===== src/rtl/bp_me_mem_cmd_arbiter.sv =====
// bp_me_mem_cmd_arbiter
// Shares one memory command channel among num_req_p requesters. The requester
// ID of every issued command is tracked in order, so each in-order memory
// response can be steered back to the requester that issued the command.
// Build option: define BP_MEM_ARB_FIXED_PRIO_EN for fixed lowest-index-wins
// priority. Round-robin is used when the macro is not defined.
module bp_me_mem_cmd_arbiter #(
  parameter int num_req_p         = 2,
  parameter int msg_width_p       = 128,
  parameter int max_outstanding_p = 4,
  localparam int lg_num_req_lp    = $clog2(num_req_p)
) (
  input  logic                             clk_i,
  input  logic                             reset_i,
  input  logic [num_req_p*msg_width_p-1:0] mem_cmd_i,
  input  logic [num_req_p-1:0]             mem_cmd_v_i,
  output logic [num_req_p-1:0]             mem_cmd_ready_o,
  output logic [msg_width_p-1:0]           mem_cmd_o,
  output logic                             mem_cmd_v_o,
  input  logic                             mem_cmd_ready_i,
  input  logic [msg_width_p-1:0]           mem_resp_i,
  input  logic                             mem_resp_v_i,
  output logic                             mem_resp_yumi_o,
  output logic [msg_width_p-1:0]           mem_resp_o,
  output logic [num_req_p-1:0]             mem_resp_v_o,
  input  logic [num_req_p-1:0]             mem_resp_yumi_i,
  output logic                             error_o
);

  localparam int lg_depth_lp  = (max_outstanding_p > 1) ? $clog2(max_outstanding_p) : 1;
  localparam int lg_cnt_lp    = $clog2(max_outstanding_p + 1);
  localparam int last_req_lp  = num_req_p - 1;
  localparam int last_slot_lp = max_outstanding_p - 1;

  logic [lg_num_req_lp-1:0] ptr;
  logic [lg_num_req_lp-1:0] winner;
  logic [lg_num_req_lp:0]   idx;
  logic                     found;
  logic                     can_issue;
  logic                     push;
  logic                     pop;
  logic                     non_empty;
  logic [lg_num_req_lp-1:0] head;
  logic [num_req_p-1:0]     grant;

  logic                     hold_v_q, hold_v_d;
  logic [lg_num_req_lp-1:0] hold_id_q, hold_id_d;
  logic [lg_num_req_lp-1:0] ids_q [max_outstanding_p];
  logic [lg_num_req_lp-1:0] ids_d [max_outstanding_p];
  logic [lg_depth_lp-1:0]   wptr_q, wptr_d;
  logic [lg_depth_lp-1:0]   rptr_q, rptr_d;
  logic [lg_cnt_lp-1:0]     count_q, count_d;
  logic                     error_q, error_d;

`ifdef BP_MEM_ARB_FIXED_PRIO_EN
  assign ptr = '0;
`else
  logic [lg_num_req_lp-1:0] ptr_q, ptr_d;

  // Round-robin pointer moves just past the winner after every accepted command
  always_comb begin
    ptr_d = ptr_q;
    if (push) begin
      ptr_d = (winner == last_req_lp[lg_num_req_lp-1:0]) ? '0 : winner + 1'b1;
    end
  end

  // Round-robin pointer register
  always_ff @(posedge clk_i) begin
    if (reset_i) ptr_q <= '0;
    else         ptr_q <= ptr_d;
  end

  assign ptr = ptr_q;
`endif

  // Pick the winner: a stalled requester keeps its grant, otherwise search from ptr
  always_comb begin
    found  = 1'b0;
    winner = '0;
    idx    = '0;
    if (hold_v_q && mem_cmd_v_i[hold_id_q]) begin
      found  = 1'b1;
      winner = hold_id_q;
    end else begin
      for (int i = 0; i < num_req_p; i++) begin
        idx = {1'b0, ptr} + i[lg_num_req_lp:0];
        if (idx >= num_req_p[lg_num_req_lp:0]) begin
          idx = idx - num_req_p[lg_num_req_lp:0];
        end
        if (!found && mem_cmd_v_i[idx[lg_num_req_lp-1:0]]) begin
          found  = 1'b1;
          winner = idx[lg_num_req_lp-1:0];
        end
      end
    end
  end

  // Command-side outputs; the credit check uses only the registered count
  always_comb begin
    can_issue   = (count_q < max_outstanding_p[lg_cnt_lp-1:0]);
    grant       = '0;
    for (int i = 0; i < num_req_p; i++) begin
      grant[i] = found && (winner == i[lg_num_req_lp-1:0]);
    end
    mem_cmd_v_o     = found & can_issue;
    mem_cmd_ready_o = grant & {num_req_p{can_issue & mem_cmd_ready_i}};
    mem_cmd_o       = mem_cmd_i[winner*msg_width_p +: msg_width_p];
    push            = mem_cmd_v_o & mem_cmd_ready_i;
  end

  // Response steering: only the requester at the head of the ID FIFO sees valid
  always_comb begin
    non_empty       = (count_q != '0);
    head            = ids_q[rptr_q];
    mem_resp_o      = mem_resp_i;
    mem_resp_v_o    = '0;
    for (int i = 0; i < num_req_p; i++) begin
      mem_resp_v_o[i] = non_empty && mem_resp_v_i && (head == i[lg_num_req_lp-1:0]);
    end
    mem_resp_yumi_o = non_empty & mem_resp_v_i & mem_resp_yumi_i[head];
    pop             = mem_resp_yumi_o;
  end

  // Next-state for the ID FIFO, the stall hold, and the sticky stray-response flag
  always_comb begin
    ids_d     = ids_q;
    wptr_d    = wptr_q;
    rptr_d    = rptr_q;
    count_d   = count_q;
    hold_v_d  = mem_cmd_v_o & ~mem_cmd_ready_i;
    hold_id_d = winner;
    error_d   = error_q | (mem_resp_v_i & ~non_empty);
    if (push) begin
      ids_d[wptr_q] = winner;
      wptr_d = (wptr_q == last_slot_lp[lg_depth_lp-1:0]) ? '0 : wptr_q + 1'b1;
    end
    if (pop) begin
      rptr_d = (rptr_q == last_slot_lp[lg_depth_lp-1:0]) ? '0 : rptr_q + 1'b1;
    end
    case ({push, pop})
      2'b10:   count_d = count_q + lg_cnt_lp'(1);
      2'b01:   count_d = count_q - lg_cnt_lp'(1);
      default: count_d = count_q;
    endcase
  end

  // State registers; reset discards every tracked ID
  always_ff @(posedge clk_i) begin
    if (reset_i) begin
      ids_q     <= '{default: '0};
      wptr_q    <= '0;
      rptr_q    <= '0;
      count_q   <= '0;
      hold_v_q  <= 1'b0;
      hold_id_q <= '0;
      error_q   <= 1'b0;
    end else begin
      ids_q     <= ids_d;
      wptr_q    <= wptr_d;
      rptr_q    <= rptr_d;
      count_q   <= count_d;
      hold_v_q  <= hold_v_d;
      hold_id_q <= hold_id_d;
      error_q   <= error_d;
    end
  end

  assign error_o = error_q;

endmodule


===== config.mk =====
export PLATFORM = sky130hd
export DESIGN_NAME = bp_me_mem_cmd_arbiter
export DESIGN_NICKNAME = d
export VERILOG_FILES = /design/src/rtl/bp_me_mem_cmd_arbiter.sv
export SDC_FILE = /design/constraint.sdc
export NUM_CORES = 1
export LEC_CHECK = 0
export CORE_AREA = 2 2 256 258
export CTS_CLUSTER_DIAMETER = 50
export DETAILED_ROUTE_END_ITERATION = 10
export DIE_AREA = 0 0 258 260
export PLACE_DENSITY = 0.3
export SYNTH_ARGS = -nofsm -noshare
export SYNTH_HDL_FRONTEND = slang
export SYNTH_SLANG_ARGS = --single-unit

===== constraint.sdc =====
create_clock -name clk_i -period 4.9 [get_ports clk_i]
set_input_delay 0.98 -clock clk_i [delete_from_list [all_inputs] [get_ports clk_i]]
set_output_delay 0.98 -clock clk_i [all_outputs]
set_load 0.005 [all_outputs]

* Word-level counts from Yosys, hierarchy flattened
Cells that the tools add are included.
Storage, ports and cells: flip-flop bits (word level) 15, input bits 392, logic and storage cells 89, output and inout bits 263
Operators by class: equal/unequal tests 4, reductions and logical operators 11, order comparisons 10, shift-type cells 1, add/subtract/negate cells 8, bitwise operators 15, muxes and demuxes 29
Operators by type and width (number):
- $shiftx 256x9->128 | 1
- $mux 1 | 23
- $logic_and 1x1->1 | 8
- $lt 1x2->1 const B | 4
- $and 1x1->1 | 7
- $eq 2x2->1 const B | 3
- $ge 3x3->1 const B | 2
- $not 2->3 | 2
- $pmux 3 s2 | 1
- $add 2x1->2 const B | 2
- $bwmux 4 | 1
- $mux 2 | 2
- $not 1->1 | 4
- $add 3x1->3 const B | 1
- $lt 3x1->1 const B | 1
- $lt 3x3->1 const B | 1
- $reduce_bool 3->1 | 1
- $sub 3x1->3 const B | 1
- $add 1x1->2 const B | 1
- $and 2x2->2 | 1
- $bmux 1 s2 | 1
- $demux 1 s2 | 1
- $eq 2x1->1 const B | 1
- $ge 1x2->1 const B | 1
- other kinds (6) | 7

* Depth between registers and ports, before layout
Gate-level depths: netlist of the first run.
word-level depth 16, depth in mapped cells 9, depth with buffers taken out 8

* Worst setup path before layout of the first run
Ideal clock, no wire load.
path kind input -> output, from input mem_cmd_v_i[1], to output mem_cmd_o[20], required time 3.920 ns, data arrival time 1.998 ns, setup slack 1.922 ns, buffers on the path 3, cell stages on the path 5, cell sequence a21boi_1 -> buf_2 -> buf_2 -> buf_2 -> mux2_1
Between the ends: cells in the longest elaborated chain, start to end 9, elaborated cells on any way between the ends 15, classes of those cells shift (1); mux (11); reduce/logical (3)
RTL lines:
- start: declaration | RTL line 16 | input logic [num_req_p-1:0] mem_cmd_v_i,
- $mux 1 (not written as such) (2 in a row) | RTL line 91 | if (!found && mem_cmd_v_i[idx[lg_num_req_lp-1:0]]) begin
- $mux 1 | RTL line 91
- $mux 1 | RTL line 82 | if (hold_v_q && mem_cmd_v_i[hold_id_q]) begin
- $logic_not 1->1 | RTL line 91
- $logic_and 1x1->1 | RTL line 91
- $mux 1 | RTL line 91
- $mux 1 * | RTL line 82
- $shiftx 256x9->128 * | RTL line 108 | mem_cmd_o = mem_cmd_i[winner*msg_width_p +: msg_width_p];
- end: declaration | RTL line 18 | output logic [msg_width_p-1:0] mem_cmd_o,
Every way passes the cells marked *; elsewhere a longest branch is shown, timed or not. The select of a mux whose other input is x is not followed.

* Final worst setup path of the first run
from input mem_cmd_v_i[1], to output mem_cmd_o[74]
Same word-level chain as after synthesis.

==> results of run 1 <==
-- per-layer routing --
layer,up-vias,part of all wire (%),track usage [%]
met5,-,0.11,0
met4,4,3.8,2.392
met3,22,16,4.347
met2,426,42,9.498
met1,1584,38,6.718
li1,1598,-,-
-- final timing paths --
path                        endpoint  cells after the start                    from  slack [ns]
max                    mem_cmd_o[74]                      5          mem_cmd_v_i[1]        0.71
min               error_o$_SDFF_PP0_                      2      error_o$_SDFF_PP0_        0.48
max reg2reg  count_q[2]$_SDFFE_PP0P_                      8  rptr_q[0]$_SDFFE_PP0P_        2.12
min reg2reg       error_o$_SDFF_PP0_                      2      error_o$_SDFF_PP0_        0.48
-- cell usage in the layout, fill, tap and decap left out, types with 5 or more instances in the layout --
cell             count
mux2_1             128
ha_1                 6
clkdlybuf4s50_1    396
nand3_1              5
a21oi_1              6
inv_1                5
dfxtp_1             15
mux2i_1              7
nor2_1              13
-- critical path: cells and delay by family --
kind	cells	cell delay [ns]
compound gates	1	0.25
buf+inv	3	1.40
mux	1	0.44
-- cell usage after synthesis, drive strengths merged --
| cell type | n | area share (%) |
|---|---|---|
| mux4 | 1 | 0.69 |
| nand2 | 3 | 0.35 |
| a21oi | 6 | 0.92 |
| o21ba | 1 | 0.31 |
| mux2 | 128 | 44 |
| nand2b | 1 | 0.19 |
| o311ai | 2 | 0.54 |
| fa | 1 | 0.62 |
| nor2b | 2 | 0.39 |
| nor2 | 13 | 1.5 |
| inv | 5 | 0.58 |
| buf | 144 | 32 |
| nand3 | 5 | 0.77 |
| ha | 6 | 2.3 |
| or3 | 2 | 0.39 |
| and3 | 1 | 0.19 |
| mux2i | 8 | 2.6 |
| a21boi | 1 | 0.23 |
| nor3b | 1 | 0.23 |
| xor2 | 2 | 0.54 |
| dfxtp | 15 | 9.2 |
| clkbuf | 2 | 0.23 |
| o21ai | 1 | 0.15 |
| nor3 | 2 | 0.31 |
-- sequential cells by signal, summed over array words and instances (netlist names) --
| signal | count |
|---|---|
| ids_q | 4 |
| count_q | 3 |
| rptr_q | 2 |
| wptr_q | 2 |
| error_o | 1 |
| hold_id_q | 1 |
| hold_v_q | 1 |
| ptr | 1 |
-- layout make-up --
| type | instances | share of cell area (%) |
|---|---|---|
| diodes | 1 | 0.03382 |
| clock buffers | 4 | 1.065 |
| inverters | 5 | 0.2537 |
| multi-input cells | 187 | 25.44 |
| flip-flops and latches | 15 | 4.059 |
| well taps | 855 | 14.46 |
| repair buffers | 402 | 54.69 |
-- metrics by stage --
stage	utilization, %	instance area, um2	total power (uW)	setup WS, ns
finish	11.54	7398	970.8	0.7069
global placement	11.41	7317	834.0	0.6414
global route	11.54	7398	1034	0.5416
CTS	11.54	7396	996.1	0.6462
floorplan	-	3248	419.1	1.922
detailed placement	11.41	7317	827.7	0.6633
-- power breakdown --
part           internal (uW)  total [uW]  switching [uW]  leakage (uW)
logic                    446         663             218       0.00229
clock network            110         160            49.8     0.0000382
registers                135         147            12.7      0.000123
total                    691         971             280       0.00245
-- kinds of logic (layout without fill, tap and decap cells) --
group,Yosys count,count (layout),share of synthesized area (%)
AOI/OAI and AO/OA,11,11,2.157
adders and majority gates,7,7,2.928
other,0,1,0
xor gates and xnor gates,2,2,0.5394
buffers and inverters,151,411,33.17
muxes,137,137,47.65
and+or+nand+nor,30,30,4.315
DFF,15,15,9.245
==> results.md, run 1 <==
* Crit path max fanout at 73
* # hold bufs at CTS at 0
* Setup TNS Final at 0 ns
* Sequential fraction of the synthesis area at 9.245%
* Setup CP Type: input pin to output port
* RSZ-0062 raised after global routing: no
* Worst slew margin at just under 60%
* Resize count post-CTS at 0
* Final nets at 1013
* CTS H-tree lvls at 1
* Via count at 3634
* Synthesis-stage register bit count at 15
* Antenna violations before repair at 3
* Area delta synth->final at 127.8%
* Yosys warnings at 0
* Fin. max-slew vios at 0
* Startpoint Class: input pin
* Worst endpoint data arrival time at 3.21 ns
* CTS max path bufs at 2
* CTS buffer count at 3
* Sequential Area at 300.3 um2
* Vias in the first global route at 3902
* Fin Hold WS at 0.4846 ns
* Die ar. at about 67000 um2
* Post-CTS setup buffer count at 0
* Leakage at 0.002454 uW
* Worst-margin pin slew at 0.6295 ns
* Critical path cell sequence: clkdlybuf4s50_1 -> a21boi_4 -> buf_12 -> mux2_1 -> clkdlybuf4s50_1
* Drt via density at 2.474
* 1st-pass router iterations at 4
* Max Fclk at 0.2385 GHz
* Final Skew at 0.0009537 ns
* Post-Synthesis Cells at 353
* Avg Inst Size Synth at ~9 um2
* Largest net degree at the start of global routing at 74
* Synth unique cells at 26
* Synthesized Nets at 752
* I/O pin count at 655
* Initial Util at 5.066%
* Max-cap violation count at 0
* Clock Latency Late Sink at 0.24 ns
* Area of the multi-input gates at ~1900 um2
* Most Frequent Cell on Critical Path: clkdlybuf4s50_1
* GR Util All Layers at 6.232%
* Global-route wire length before repair at 29530 um
* WP data required at just under 4 ns
* # fillers at 7333
* Tmin final at 4.193 ns
* Worst Setup End Kind: output port
* Core footprint at 64120 um2
* CTS Sinks at 15
* Final wirelength at 23200 um
* Row count at between 90 and 100
* Slowest stage delay, CP at 0.58 ns
* CTS tree: built
* GR Overflow Total at 0
* Gpl congestion at between 0.7 and 0.8
* Slowest CP cell: clkdlybuf4s50_1
* Count of final setup violators at 0
* Non-filler cells, final at 1469
* Outcome: complete, no violations
* Post-Syn Area at 3248 um2
* Cell area power density at between 100 and 150 nW/um2
* Port Buffers at 398
* Post-route ant nets at 0
* DRC violation count after routing at 0
* Hold Path Class: register to register
* Final hold vios at 0
* CTS root buffer: clkbuf_16
* Avg WL per Cell at 15.80 um
* Final Cycle Share at 85.57%
* Worst IR Drop VDD at around 0.093 mV
* Worst-path clk slew at around 0.05 ns
* Layout cell share with drive strength beyond 1 at roughly 2.0%
* Placed cells at roughly 1500
* DPL Wire Length at between 20000 and 25000 um
* Die Y at approximately 260 um
* Initial DRC count at around 80
* Chip width at about 260 um
Power figures use the tool's default switching activity.
==> run 2: changes to the inputs <==
--- a/config.mk
+++ b/config.mk
@@ -5,11 +5,13 @@
 export SDC_FILE = /design/constraint.sdc
 export NUM_CORES = 1
 export LEC_CHECK = 0
-export CORE_AREA = 2 2 256 258
+export CELL_PAD_IN_SITES_DETAIL_PLACEMENT = 1
+export CELL_PAD_IN_SITES_GLOBAL_PLACEMENT = 1
+export CORE_AREA = 2 2 252 254
 export CTS_CLUSTER_DIAMETER = 50
 export DETAILED_ROUTE_END_ITERATION = 10
-export DIE_AREA = 0 0 258 260
-export PLACE_DENSITY = 0.3
+export DIE_AREA = 0 0 254 256
+export PLACE_DENSITY = 0.45
 export SYNTH_ARGS = -nofsm -noshare
 export SYNTH_HDL_FRONTEND = slang
 export SYNTH_SLANG_ARGS = --single-unit
==> run 2 against run 1 <==
Power shrank 1.6%. Flip-flop and latch count stayed put. Wire length shrank 14%. First-iteration DRC count up 37%. Global-route usage fell by 0.78 points. Sequential share of layout area about the same. Die area is 3.1% lower. Combinational power fell by 2%. Register-to-register slack improved by 0.02 ns. Highest routed layer unchanged. Worst hold slack got worse by 0.012 ns. Setup slack got worse by 0.036 ns.
==> results.md, run 2 (synthesis gave the netlist of run 1 again) <==
* CTS H-tree lvls at 1 (unchanged)
* Largest reg by FF count: ids_q
* Fin. max-slew vios at 0 (unchanged)
* CTS max path bufs at 2 (unchanged)
* Worst-margin pin slew at 0.6448 ns (+0.01533 ns)
* DPL Wire Length at 17630 um (-15%)
* Crit path max fanout at 71 (-2.7%)
* Count of final setup violators at 0 (unchanged)
* Setup TNS Final at 0 ns (unchanged)
* Int Power at 688.2 uW (-0.37%)
* CTS buffer count at 3 (unchanged)
* Avg WL per Cell at 13.63 um (-14%)
* Global-route wire length before repair at 26440 um (-10%)
* WP data required at 3.92 ns (about the same)
* Regs by FF count: ids_q (4), count_q (3)
* Worst Setup End Kind: output port
* # hold bufs at CTS at 0 (unchanged)
* Worst-path clk slew at 0.05 ns (about the same)
* Vias in the first global route at 3960 (+1.5%)
* GR Overflow Total at 0 (unchanged)
* Post-route ant nets at 0 (unchanged)
* Die Y at 256 um (-1.5%)
* Worst endpoint data arrival time at 3.25 ns (+0.04 ns)
* Final nets at 1011 (-0.20%)
* Antenna violations before repair at 3 (unchanged)
* Most frequent cells in the layout: clkdlybuf4s50_1, mux2_1, dfxtp_1, nor2_1, mux2i_1
* I/O pin count at 655 (unchanged)
* Setup CP Type: input pin to output port
* Gpl congestion at 0.7219 (-1.6%)
* CTS Sinks at 15 (unchanged)
* CTS root buffer: clkbuf_16
* Startpoint Class: input pin
* Leakage at 0.002439 uW (-0.61%)
* Fin Hold WS at 0.4730 ns (-0.01156 ns)
* Post-CTS setup buffer count at 0 (unchanged)
* Hold Path Class: register to register
* Die ar. at 65020 um2 (-3.1%)
* Via count at 3641 (+0.19%)
* Final Cycle Share at 86.32% (+0.74 points)
* Post-DP Area at 7281 um2 (-0.50%)
* Most common cell after layout, fill and taps aside: clkdlybuf4s50_1
* DRC violation count after routing at 0 (unchanged)
* Sequential Power Share at 15.4% (+0.2 points)
* Initial Util at 5.206% (+0.14 points)
* Max reg flops at 4 (unchanged)
* Drt via density at 2.497 (+0.95%)
* Row count at 92 (-1.1%)
* Worst slew margin at 56.88% (-1.0 points)
* GR Util All Layers at 5.457% (-0.78 points)
* Clock power share at 16.5% (about the same)
* Max Fclk at 0.2364 GHz (-0.86%)
* Outcome: complete, no violations
* Core footprint at 62390 um2 (-2.7%)
* Cell area power density at 129.8 nW/um2 (-1.1%)
* Comb power frac at 68.0% (-0.3 points)
* Final hold vios at 0 (unchanged)
* Final Skew at 0.001138 ns (+0.0001839 ns)
* 1st-pass router iterations at 3 (-1)
* Chip width at 254 um (-1.6%)
* RSZ-0062 raised after global routing: no
* Final wirelength at 19870 um (-14%)
* Largest net degree at the start of global routing at 72 (-2.7%)
* Area delta synth->final at 126.7%
* Max-cap violation count at 0 (unchanged)
* Layout cell share with drive strength beyond 1 at 1.473% (-0.48 points)
* Initial DRC count at 111 (+37%)
* Resize count post-CTS at 0 (unchanged)
* Sw Share at 27.98% (-0.86 points)
* CTS tree: built
* Port Buffers at 398 (unchanged)
* Clock Latency Late Sink at 0.24 ns (about the same)
* Final Cell Area at 7362 um2 (-0.49%)
* Worst IR Drop VDD at 0.08478 mV (-9.1%)
* Switching power total at 267.4 uW (-4.5%)
* Tmin final at 4.230 ns (+0.03645 ns)
==> run 2: path summary, 6_finish.rpt <==
kind                                        startpoint                      end  slack (ns)  cells after the start
worst min register to register      error_o$_SDFF_PP0_       error_o$_SDFF_PP0_        0.47                      2
worst max register to register  rptr_q[0]$_SDFFE_PP0P_  count_q[2]$_SDFFE_PP0P_        2.14                      8
worst max-delay path                    mem_cmd_v_i[1]             mem_cmd_o[0]        0.67                      5
worst min-delay path                error_o$_SDFF_PP0_       error_o$_SDFF_PP0_        0.47                      2
==> run 2: through the flow <==
stage	power (uW)	util (%)	std cells	setup slack, ns
floorplan	419.1	-	353	1.922
global placement	806.5	11.67	1453	0.6725
detailed placement	809.6	11.67	1453	0.6642
CTS	978.0	11.80	1457	0.6526
global route	1020	11.80	1458	0.5852
finish	955.6	11.80	1458	0.6705
==> run 2: cell type report <==
| class | count | area [um2] |
|---|---|---|
| flip-flops and latches | 15 | 300.3 |
| repair buffers | 400 | 4021 |
| inverters | 5 | 18.77 |
| well taps | 846 | 1059 |
| clock buffers | 4 | 78.83 |
| fillers | 7367 | 55030 |
| diodes | 1 | 2.502 |
| multi-input cells | 187 | 1882 |
==> run 2: routing by layer <==
layer | vias to the layer above | wire [um] | global-route usage [%]
met1 | 1622 | 7617 | 5.968
met2 | 406 | 8638 | 9.138
met4 | 4 | 324 | 0.9641
met3 | 14 | 3193 | 3.051
met5 | - | 100 | 1.203
li1 | 1595 | - | -
==> run 2: power by group through the flow <==
stage / Combinational [uW] / Clock (uW) / Sequential (uW)
2_1_floorplan: 273 / 0 / 146
3_3_place_gp: 657 / 0 / 150
3_5_place_dp: 659 / 0 / 151
4_1_cts: 665 / 165 / 148
5_1_grt: 700 / 170 / 150
6_report: 650 / 158 / 148
==> run 2: worst max-delay path, stage by stage <==
cell and delay [ns]:
clkdlybuf4s50_1 0.48, a21boi_4 0.25, buf_12 0.32, mux2_1 0.47, clkdlybuf4s50_1 0.60
